==> src/rtl/scan_display_pkg.sv <==
// Shared constants for the multiplexed seven-segment display controller:
// hex segment table, idle levels for the digit enables and segment bus.
package scan_display_pkg;

    localparam int DP_BIT = 7;

    localparam logic [7:0] COM_OFF = 8'hFF;
    localparam logic [7:0] SEG_OFF = 8'h00;

    // Segments g..a, active-high, for nibble values 0..F.
    localparam logic [6:0] SEG_TABLE [16] = '{
        7'h3F, 7'h06, 7'h5B, 7'h4F, 7'h66, 7'h6D, 7'h7D, 7'h07,
        7'h7F, 7'h6F, 7'h77, 7'h7C, 7'h39, 7'h5E, 7'h79, 7'h71
    };

    function automatic logic [6:0] hex_segments(input logic [3:0] nibble);
        return SEG_TABLE[nibble];
    endfunction

endpackage

==> src/rtl/seg_hex_decoder.sv <==
// Combinational nibble-to-segment decoder with decimal point merged in.
module seg_hex_decoder
    import scan_display_pkg::*;
(
    input  logic [3:0] nibble,
    input  logic       dp,
    output logic [7:0] pattern
);

    always_comb begin
        pattern         = {1'b0, hex_segments(nibble)};
        pattern[DP_BIT] = dp;
    end

endmodule

==> src/rtl/scan_display_ctrl.sv <==
// Time-multiplexed hex display driver: slot scanning, PWM brightness,
// leading-zero suppression and per-digit blinking, all outputs registered.
module scan_display_ctrl
    import scan_display_pkg::*;
#(
    parameter int DIGITS       = 4,
    parameter int PRESCALE     = 1024,
    parameter int BLINK_FRAMES = 64
) (
    input  logic                  clk,
    input  logic                  reset,
    input  logic [4*DIGITS-1:0]   data,
    input  logic [DIGITS-1:0]     dot_mask,
    input  logic [DIGITS-1:0]     blink_mask,
    input  logic                  blank_lz,
    input  logic [3:0]            bright,
    output logic [DIGITS-1:0]     com,
    output logic [7:0]            arraydata,
    output logic                  frame_start
);

    localparam int CW   = $clog2(PRESCALE);
    localparam int SW   = $clog2(DIGITS);
    localparam int STEP = PRESCALE / 16;
    localparam int DW   = (STEP > 1) ? $clog2(STEP) : 1;
    localparam int FW   = (BLINK_FRAMES > 1) ? $clog2(BLINK_FRAMES) : 1;

    localparam logic [CW-1:0]     CNT_LAST   = CW'(PRESCALE - 1);
    localparam logic [DW-1:0]     STEP_LAST  = DW'(STEP - 1);
    localparam logic [SW-1:0]     SLOT_LAST  = SW'(DIGITS - 1);
    localparam logic [FW-1:0]     FRAME_LAST = FW'(BLINK_FRAMES - 1);
    localparam logic [DIGITS-1:0] COM_IDLE   = COM_OFF[DIGITS-1:0];

    if (DIGITS < 2 || DIGITS > 8) begin : g_bad_digits
        $error("scan_display_ctrl: DIGITS must be in 2..8");
    end
    if (PRESCALE < 16 || (PRESCALE % 16) != 0) begin : g_bad_prescale
        $error("scan_display_ctrl: PRESCALE must be >= 16 and a multiple of 16");
    end
    if (BLINK_FRAMES < 1) begin : g_bad_blink
        $error("scan_display_ctrl: BLINK_FRAMES must be >= 1");
    end

    logic [CW-1:0]     cnt;
    logic [DW-1:0]     pwm_div;
    logic [3:0]        pwm_phase;
    logic [SW-1:0]     slot;
    logic [FW-1:0]     frame_cnt;
    logic              blink_phase;
    logic              running;
    logic [DIGITS-1:0] com_pattern;

    logic              tick;
    logic [SW-1:0]     next_slot;
    logic [SW-1:0]     pos;
    logic [3:0]        nibble;
    logic              lead_zero;
    logic              frame_done;
    logic [FW-1:0]     frame_next;
    logic              blink_next;
    logic              blanked;
    logic [DIGITS-1:0] pattern_next;
    logic [7:0]        seg_pattern;

    assign tick = (cnt == CNT_LAST);

    // Everything below describes the slot that becomes visible after the tick.
    always_comb begin
        // NOTE: every combinational output is given a value before any branch, so no latch can be inferred.
        next_slot  = (slot == SLOT_LAST) ? '0 : slot + 1'b1;
        pos        = SLOT_LAST - next_slot;
        nibble     = 4'(data >> {pos, 2'b00});

        lead_zero = 1'b1;
        for (int i = 0; i < DIGITS; i++) begin
            if (i <= int'(next_slot) && data[4*(DIGITS-1-i) +: 4] != 4'h0) begin
                lead_zero = 1'b0;
            end
        end

        // The very first tick after reset opens frame 0; it does not close a frame.
        frame_done = running && (slot == SLOT_LAST);
        frame_next = frame_cnt;
        blink_next = blink_phase;
        if (frame_done) begin
            if (frame_cnt == FRAME_LAST) begin
                frame_next = '0;
                blink_next = ~blink_phase;
            end else begin
                frame_next = frame_cnt + 1'b1;
            end
        end

        blanked = (blank_lz && lead_zero && next_slot != SLOT_LAST)
               || (blink_next && blink_mask[pos]);
        pattern_next = blanked ? COM_IDLE : ~(DIGITS'(1) << pos);
    end

    seg_hex_decoder u_decoder (
        .nibble  (nibble),
        .dp      (dot_mask[pos]),
        .pattern (seg_pattern)
    );

    always_ff @(posedge clk or negedge reset) begin
        if (!reset) begin
            cnt         <= '0;
            pwm_div     <= '0;
            pwm_phase   <= '0;
            slot        <= SLOT_LAST;
            frame_cnt   <= '0;
            blink_phase <= 1'b0;
            running     <= 1'b0;
            com_pattern <= COM_IDLE;
            com         <= COM_IDLE;
            arraydata   <= SEG_OFF;
            frame_start <= 1'b0;
        end else begin
            // NOTE: non-blocking assignments make every register here read its pre-edge value.
            frame_start <= 1'b0;
            if (tick) begin
                cnt         <= '0;
                pwm_div     <= '0;
                pwm_phase   <= '0;
                slot        <= next_slot;
                running     <= 1'b1;
                frame_cnt   <= frame_next;
                blink_phase <= blink_next;
                com_pattern <= pattern_next;
                com         <= pattern_next;
                arraydata   <= blanked ? SEG_OFF : seg_pattern;
                frame_start <= (next_slot == '0);
            end else begin
                cnt <= cnt + 1'b1;
                // Phase 15 ends exactly on the tick, so the increment never wraps here.
                if (pwm_div == STEP_LAST) begin
                    pwm_div   <= '0;
                    pwm_phase <= pwm_phase + 4'd1;
                    com       <= (pwm_phase + 4'd1 <= bright) ? com_pattern : COM_IDLE;
                end else begin
                    pwm_div <= pwm_div + 1'b1;
                end
            end
        end
    end

endmodule

==> config.mk <==
export PLATFORM = sky130hd
export DESIGN_NAME = scan_display_ctrl
export DESIGN_NICKNAME = d
export VERILOG_FILES = /design/src/rtl/scan_display_pkg.sv /design/src/rtl/seg_hex_decoder.sv /design/src/rtl/scan_display_ctrl.sv
export SDC_FILE = /design/constraint.sdc
export NUM_CORES = 1
export LEC_CHECK = 0
export BUFFER_PORTS_ARGS = -buffer_cell sky130_fd_sc_hd__buf_2
export CAP_MARGIN = 10
export CELL_PAD_IN_SITES_DETAIL_PLACEMENT = 2
export CELL_PAD_IN_SITES_GLOBAL_PLACEMENT = 2
export CORE_MARGIN = 3
export CORE_UTILIZATION = 37
export CTS_BUF_LIST = sky130_fd_sc_hd__clkbuf_8
export CTS_CLUSTER_DIAMETER = 40
export CTS_CLUSTER_SIZE = 8
export DETAILED_ROUTE_END_ITERATION = 12
export PLACE_DENSITY_LB_ADDON = 0.1
export SLEW_MARGIN = 10
export SYNTH_ARGS = -nofsm -noshare
export SYNTH_HDL_FRONTEND = slang
export SYNTH_SLANG_ARGS = --single-unit
==> constraint.sdc <==
create_clock -name clk -period 3.1 [get_ports clk]
set_input_delay 0.31 -clock clk [delete_from_list [all_inputs] [get_ports clk]]
set_output_delay 0.31 -clock clk [all_outputs]
set_load 0.01 [all_outputs]
==> impl_metrics.ini, run 1 <==
[cells_and_area]
final_nets = 342
fin_cells = 389
drive_above_1_share_pct = 24.57
n_antenna_cell = 0
syn_to_final_growth_pct = 17.70

[placement]
globalplace.congestion = 0.7273
post-dp-hpwl_microns = 5147
placed_cells = 380
numPortBuffers = 43
dp_slack_ns = 0.3162

[critical_path]
crit_chain = ha_1 -> nor2_4 -> mux4_1 -> inv_1 -> ha_1 -> or3b_1 -> a32o_1
crit_fanout = 7
critPathLaunchType = register
crit_path_top_delay_cell = mux4_1
worst_path_largest_cell_delay_ns = 0.69
cpMostUsedCell = ha_1
worstSetupPathType = register to register
critPathArrivalTime_ns = 3.00
critPathCaptureType = register
cp.required_ns = 3.29

[global_routing]
grt_pass1_vias = 2255
antenna_found_initial = 0
groute.usage.overall_pct = 17.87
grt_overflow = 0
grt_first_pass_wirelength_microns = 11700
grt_max_degree = 35

[clocking]
post_cts_resized = 0
clkSinkCount = 47
clk_transition_reported_paths_ns = 0.09
root_buffer = clkbuf_8
cts_tree = built
insertion_delay_ns = 0.30
cts_buffer_depth = 2
cts_setup_buffers = 0
cts_buffers = 5
h-tree-depth = 2

[yosys]
ys_seq_area_share_pct = 45.20
yosysMostFrequentCell = dfrtp_1
synth-seq-cells = 47
synth_top_area_share_pct = 35.20
synthFlopType = dfrtp_1
syn_nets = 295
yosysUniqueCellTypes = 50
synth.avg_cell_area_sq_um = 10.73
netlist_instances = 245
synth_commonest_cells = dfrtp_1 (37), nor2_1 (26), nand2_1 (21)
synth_area_sq_um = 2630
synth_area_leaders = dfrtp_1 (35%), dfstp_2 (10%), ha_1 (9.0%), mux4_1 (4.0%), xnor2_1 (4.0%)
synth_edf_count = 0
yosysWarningCount = 0
synthArstFlopShare_pct = 100.0
synth_top_area_cell = dfrtp_1

[floorplanning]
fp.dieArea_sq_um = 8156
core-area_sq_um = 6832
dieWidth_microns = 90.31
die-height_microns = 90.31
rows = 30
start_util_pct = 38.50
io_pins = 44

[power_and_ir_drop]
sw_frac_of_total_pct = 20.63
combPwrFrac_pct = 6.9
power_frac_seq_pct = 50.2
p_leak_nw = 1.455
p_switching_uw = 252.3
vdd_drop_max_mv = 0.2211
powerDensity_nw_per_um2 = 395.2
clkPwrFrac_pct = 42.9
power.internal_uw = 971.0

[flow_run]
drv_cap = 0

[timing]
rsz0062_at_grt = false
period_minus_slack_ns = 2.806
fin_crit_sh_pct = 90.51
fin_tns_setup_ns = 0
clock_skew_ns = 0.005482
setup_ws_ns = 0.2942
hold_violations = 0
tightestPinTransition_ns = 0.5192
drv_slew = 0
slew_headroom_pct = 65.38
finalSetupViolations = 0
max_freq_mhz = 356.4

[status]
status = finished clean

[routing]
firstDrtPassIters = 4
viasPerCell = 5.206
vias = 2025
drtIter0Drc = 56
drt-total-wl_microns = 6769
drt.antenna.violating_nets = 0
drc_errors = 0
wl_per_cell_microns = 17.40

[worst_hold_path]
hold_class = input port to asynchronous set/reset pin
metrics by stage:
step / instance area (sq um) / hold slack, ns / total power [mW] / util [%]
floorplan: 2630 / 0.01441 / 0.6645 / -
global placement: 2953 / 0.2330 / 0.7070 / 43.22
detailed placement: 2953 / 0.2353 / 0.7100 / 43.22
CTS: 3095 / 0.4332 / 1.249 / 45.31
global route: 3095 / 0.4649 / 1.280 / 45.31
finish: 3095 / 0.4325 / 1.223 / 45.31
worst paths after layout:
check                      cells past startpoint        from  slack [ns]              to
setup / recovery                               7     slot[0]        0.29    arraydata[0]
hold / removal                                 2       reset        0.43      pwm_div[4]
setup reg to reg                               7     slot[0]        0.29    arraydata[0]
hold reg to reg                                1  pwm_div[0]        0.47      pwm_div[0]
max in group asynchronous                      3       reset        1.87  com_pattern[2]
min in group clk                               1  pwm_div[0]        0.47      pwm_div[0]
flip-flops by register name, indices dropped and copies added, names as in the netlist:
name,count
frame_start,1
slot,2
com_pattern,4
cnt,10
running,1
pwm_phase,4
blink_phase,1
frame_cnt,6
com,4
pwm_div,6
arraydata,8
power groups by stage:
| stage | registers (mW) | logic (mW) | clock network, mW |
|---|---|---|---|
| final | 0.614 | 0.0838 | 0.525 |
| after global routing | 0.615 | 0.0943 | 0.571 |
| after CTS | 0.614 | 0.0857 | 0.549 |
| after detailed placement | 0.626 | 0.0840 | 0 |
| after global placement | 0.626 | 0.0810 | 0 |
| after floorplan | 0.626 | 0.0381 | 0 |
final cells by class:
| class | instances | area (sq um) |
|---|---|---|
| clock buffers | 5 | 68.82 |
| well taps | 96 | 120.1 |
| multi-input cells | 180 | 1365 |
| clock inverters | 3 | 63.81 |
| repair buffers | 47 | 247.7 |
| flip-flops and latches | 47 | 1189 |
| inverters | 11 | 41.29 |
| fillers | 771 | 3736 |
critical path: cells and delay by family, from the launching register on:
| family | cells | cell delay [ns] |
|---|---|---|
| simple gates | 2 | 0.66 |
| compound gates | 1 | 0.25 |
| flops | 1 | 0.41 |
| fa+ha+maj | 2 | 0.51 |
| mux | 1 | 0.69 |
| buf+inv | 1 | 0.17 |
metal layers:
metal	vias up	share of wire, %	wire length [microns]	track usage, %
met5	-	0	0	0
met2	38	47	3167	28.75
li1	974	-	-	-
met4	0	1.6	111	5.867
met3	7	3.6	244	3.333
met1	1006	48	3246	24.37
placed cells by master, fill, tap and decap left out, drive strengths merged, types with 5 or more instances in the layout:
cell    count
a21oi       7
xor2        7
mux4        6
clkbuf      5
ha         19
inv        12
and3        5
dfstp      10
nand2      21
o21ai      10
nand3       9
a22o        6
xnor2      12
dfrtp      37
buf        46
nor2       27
logic make-up (layout without fill, tap and decap cells):
logic type,count (synthesis),count (layout),share of synthesized area (%)
XOR/XNOR,19,19,6.327
AO/OA/AOI/OAI,45,45,12.08
AND/OR/NAND/NOR,84,84,15.89
adder cells (fa/ha/maj),19,19,9.039
multiplexers,13,13,8.563
buffers and inverters,18,66,2.902
flip-flops,47,47,45.20
what timing repair did:
| item | in CTS | in global routing |
|---|---|---|
| hold buffers | 1 | 0 |
| endpoints found under the setup margin | 0 | 0 |
| hold endpoints to repair | 13 | 0 |
Power figures use the tool's default switching activity.
==> run 2: changes to the inputs <==
- CORE_UTILIZATION: 37 -> 36
- CTS_BUF_LIST: sky130_fd_sc_hd__clkbuf_8 -> not set
- MAX_ROUTING_LAYER: not set -> met4
==> run 2 against run 1 <==
Register-to-register slack improved by 0.04 ns. Routed wire length is 0.21% lower. Maximum frequency is 1.5% higher. Critical path depth unchanged. Die area is 2.6% higher. Clock-buffer cell count increased by 2. Sequential share of layout area rose by 0.65 points. Worst hold slack lost 0.38 ns. Critical path type unchanged. Largest cell class unchanged.
==> impl_metrics.ini, run 2 (synthesis results as in run 1) <==
[cells_and_area]
fin_cells = 388
regMostFlops = cnt
reg_top3 = cnt (10), arraydata (8)
final_cell_mix = buf_2 (43), dfrtp_1 (37), nor2_1 (26), nand2_1 (21), ha_1 (19)
n_antenna_cell = 0
regArea_sq_um = 1189
multi_input_area_sq_um = 1365
fillCellCount = 771
final_common_cell = buf_2
final_nets = 341
syn_to_final_growth_pct = 15.75
drive_above_1_share_pct = 24.66
largest_register_ffs = 10

[clocking]
postCtsHoldBufs = 0
post_cts_resized = 0
h-tree-depth = 2
clk_transition_reported_paths_ns = 0.09
clkSinkCount = 47
insertion_delay_ns = 0.30
cts_buffer_depth = 2
cts_setup_buffers = 0
root_buffer = clkbuf_8
cts_tree = built
cts_buffers = 5

[timing]
rsz0062_at_grt = false
tightestPinTransition_ns = 0.7125
fin_crit_sh_pct = 89.21
period_minus_slack_ns = 2.766
clock_skew_ns = 0.009771
drv_slew = 0
finalSetupViolations = 0
slew_headroom_pct = 52.50
fin_tns_setup_ns = 0
hold_violations = 0
max_freq_mhz = 361.6

[worst_hold_path]
hold_class = input port to asynchronous set/reset pin

[critical_path]
worstSetupPathType = register to register
cp.required_ns = 3.29
critPathCaptureType = register
crit_chain = inv_1 -> ha_1 -> mux4_1 -> inv_1 -> ha_1 -> or3b_1 -> a32o_1
critPathLaunchType = register
crit_fanout = 8
critPathArrivalTime_ns = 2.96
crit_path_top_delay_cell = dfstp_2
worst_path_largest_cell_delay_ns = 0.61

[power_and_ir_drop]
powerDensity_nw_per_um2 = 355.7
vdd_drop_max_mv = 0.1545
p_leak_nw = 1.429

[routing]
drt-total-wl_microns = 6755
firstDrtPassIters = 4
wl_per_cell_microns = 17.41
drtIter0Drc = 42
drt.antenna.violating_nets = 0
vias = 2053
viasPerCell = 5.291
drc_errors = 0

[global_routing]
grt_pass1_vias = 2310
antenna_found_initial = 0
grt_overflow = 0
grt_first_pass_wirelength_microns = 11610
groute.usage.overall_pct = 18.08
grt_max_degree = 31

[floorplanning]
start_util_pct = 37.87
rows = 30
fp.dieArea_sq_um = 8367
die-height_microns = 91.47
io_pins = 44
dieWidth_microns = 91.47
core-area_sq_um = 6944

[placement]
placed_cells = 380
post-dp-hpwl_microns = 5196
globalplace.congestion = 0.7386
numPortBuffers = 43

[status]
status = finished clean

[flow_run]
drv_cap = 0
==> run 2: metal layers <==
| metal | GRT usage [%] | wire [microns] | up-vias |
|---|---|---|---|
| li1 | - | - | 969 |
| met1 | 22.65 | 3084 | 1031 |
| met2 | 30.07 | 3355 | 44 |
| met3 | 2.817 | 217 | 9 |
| met4 | 5.528 | 99 | 0 |
| met5 | - | 0 | - |
==> run 2: power breakdown <==
part | switching [mW] | internal [mW] | total (mW)
clock | 0.205 | 0.180 | 0.385
sequential | 0.000321 | 0.614 | 0.614
combinational | 0.0457 | 0.0373 | 0.0830
==> run 2: worst paths after layout <==
| path | cells past startpoint | start | slack [ns] | to |
|---|---|---|---|---|
| worst max-delay path | 7 | slot[0] | 0.33 | arraydata[0] |
| worst min-delay path | 1 | reset | 0.06 | pwm_div[5] |
| worst max register to register | 7 | slot[0] | 0.33 | arraydata[0] |
| worst min register to register | 2 | com_pattern[1] | 0.47 | com_pattern[1] |
| max in group asynchronous | 2 | reset | 2.26 | slot[0] |
| min in group clk | 3 | dot_mask[1] | 0.47 | arraydata[7] |
==> run 2: cell type report <==
class / count / share of cell area (%)
Sequential cell: 47 / 39.05
Timing Repair Buffer: 46 / 7.809
Clock inverter: 1 / 0.1644
Clock buffer: 7 / 2.836
Multi-Input combinational cell: 180 / 44.84
Inverter: 11 / 1.356
Tap cell: 96 / 3.946
==> run 2: stage by stage <==
stage                     setup slack [ns]  total power [mW]  util (%)  area (sq um)  hold slack, ns
after global routing                0.1617             1.141     43.84          3044         0.09679
after floorplan                     0.5095            0.6645         -          2630         0.01441
final                               0.3344             1.083     43.84          3044         0.05541
after detailed placement            0.3431            0.7104     42.52          2953          0.4109
after global placement              0.4216            0.7076     42.52          2953          0.4189
after CTS                           0.3282             1.108     43.84          3044         0.07365
==> run 2: worst max-delay path: cells and delay by family (launching register included) <==
kind / cells / cell delay [ns]
and+or+nand+nor: 1 / 0.36
AOI/OAI and AO/OA: 1 / 0.25
DFF: 1 / 0.61
adders and majority gates: 2 / 0.74
buffers and inverters: 2 / 0.26
muxes: 1 / 0.44
==> run 3: changes to the inputs <==
- PLACE_DENSITY: not set -> 0.91
- PLACE_DENSITY_LB_ADDON: 0.1 -> not set
- clock period: 3.1 -> 2.9 ns (I/O delays scaled with it)
==> run 3 against run 2 <==
Register-to-register slack got worse by 0.13 ns. Core utilization shrank 0.16 points. Routed wire length is 5.5% higher. Cell count decreased by 0.26%. Sequential share of layout area is 0.14 points higher. Critical endpoint is now arraydata[3].
==> impl_metrics.ini, run 3 (synthesis results as in run 1) <==
[global_routing]
grt_max_degree = 48
grt_overflow = 0
groute.usage.overall_pct = 18.63
grt_first_pass_wirelength_microns = 12190
antenna_found_initial = 0
grt_pass1_vias = 2466

[timing]
period_minus_slack_ns = 2.696
clock_skew_ns = 0.006263
hold_violations = 0
fin_crit_sh_pct = 92.96
slew_headroom_pct = 28.26
max_freq_mhz = 370.9
drv_slew = 0
fin_tns_setup_ns = 0
rsz0062_at_grt = false
tightestPinTransition_ns = 1.076
finalSetupViolations = 0

[cells_and_area]
final_cell_mix = buf_2 (43), dfrtp_1 (37), nor2_1 (26), nand2_1 (21), ha_1 (19)
reg_top3 = cnt (10), arraydata (8)
syn_to_final_growth_pct = 15.32
n_antenna_cell = 0
largest_register_ffs = 10
final_common_cell = buf_2
fin_cells = 387
final_nets = 341
regMostFlops = cnt
drive_above_1_share_pct = 25.43

[critical_path]
worstSetupPathType = register to register
reg2reg_from = slot[0]
cp.required_ns = 3.09
path_depth = 9
rrSetupSlack_ns = 0.20
worst_path_largest_cell_delay_ns = 0.60
r2r-end = arraydata[3]
cpMostUsedCell = inv_1
crit_family = multiplexers
crit_buf_inv = 3
crit_chain = inv_1 -> ha_1 -> mux4_2 -> inv_1 -> ha_1 -> inv_1 -> mux2i_1 -> mux2_2 -> a22o_1
rr_worst_depth = 9
critPathLaunchType = register
crit_path_top_delay_cell = dfstp_2
critPathArrivalTime_ns = 2.89
critPathCaptureType = register
crit_fanout = 8

[clocking]
insertion_delay_ns = 0.30
cts_tree = built
cts_buffers = 5
postCtsHoldBufs = 0
root_buffer = clkbuf_8
clkSinkCount = 47
cts_setup_buffers = 0
clk_transition_reported_paths_ns = 0.09
cts_buffer_depth = 2
h-tree-depth = 2

[placement]
post-dp-hpwl_microns = 5293
globalplace.congestion = 0.7824
placed_cells = 380
numPortBuffers = 43

[floorplanning]
fp.dieArea_sq_um = 8367
io_pins = 44
dieWidth_microns = 91.47
start_util_pct = 37.87
core-area_sq_um = 6944
die-height_microns = 91.47
rows = 30

[routing]
drc_errors = 0
viasPerCell = 5.388
drt-total-wl_microns = 7129
wl_per_cell_microns = 18.42
firstDrtPassIters = 4
drt.antenna.violating_nets = 0
drtIter0Drc = 69
vias = 2085

[power_and_ir_drop]
p_total_mw = 1.158
vdd_drop_max_mv = 0.1518
powerDensity_nw_per_um2 = 381.7
p_leak_nw = 1.421

[worst_hold_path]
hold_class = input port to asynchronous set/reset pin

[status]
status = finished clean

[flow_run]
drv_cap = 0
## run 3: cell count changes in the layout (fill, tap and decap cells not counted), sizes merged
cell,delta
clkbuf,-1
## run 3: layout make-up
cell class                 count  area [sq um]
clock buffer                   6         82.58
clock inverter                 1         5.005
fill                         745          3911
inverter                      11         41.29
multi-input combinational    180          1358
sequential                    47          1189
tap                           96         120.1
timing repair buffer          46         237.7
## run 3: power breakdown
part           leakage, nW  internal [mW]  switching (mW)  total [mW]
Sequential           0.593          0.656        0.000381       0.657
Combinational        0.781         0.0397          0.0483      0.0880
Clock               0.0470          0.188           0.225       0.413
Total                 1.42          0.884           0.274        1.16
## run 3: repair_timing
action                                 4_1_cts  5_1_grt
resized for setup                            0        2
endpoints found under the hold margin        0        0
setup endpoints to repair                    0        1
## run 3: worst max-delay path by stage
| stage | from | to | slack [ns] |
|---|---|---|---|
| 2_1_floorplan | slot[0] | arraydata[3] | 0.31 |
| 3_3_place_gp | slot[0] | arraydata[0] | 0.26 |
| 5_1_grt | slot[0] | arraydata[3] | 0.01 |
| 6_report | slot[0] | arraydata[3] | 0.20 |
| 4_1_cts | slot[0] | arraydata[0] | 0.12 |
| 3_5_place_dp | slot[0] | arraydata[0] | 0.14 |
## run 3: stage by stage
step           hold WS, ns  util, %  setup slack [ns]  cell area, sq um
5_1_grt             0.2652    43.68           0.01103              3033
2_1_floorplan    -0.005591        -            0.3095              2630
4_1_cts             0.2213    43.78            0.1191              3040
3_5_place_dp        0.4557    42.52            0.1373              2953
6_report            0.1749    43.68            0.2041              3033
3_3_place_gp        0.4482    42.52            0.2558              2953
## run 3: layer usage
layer  share of wire (%)  GRT usage, %
met1                  42         21.86
met2                  54         32.68
met3                 2.7         3.148
met4                 1.0         5.402
met5                   0             -
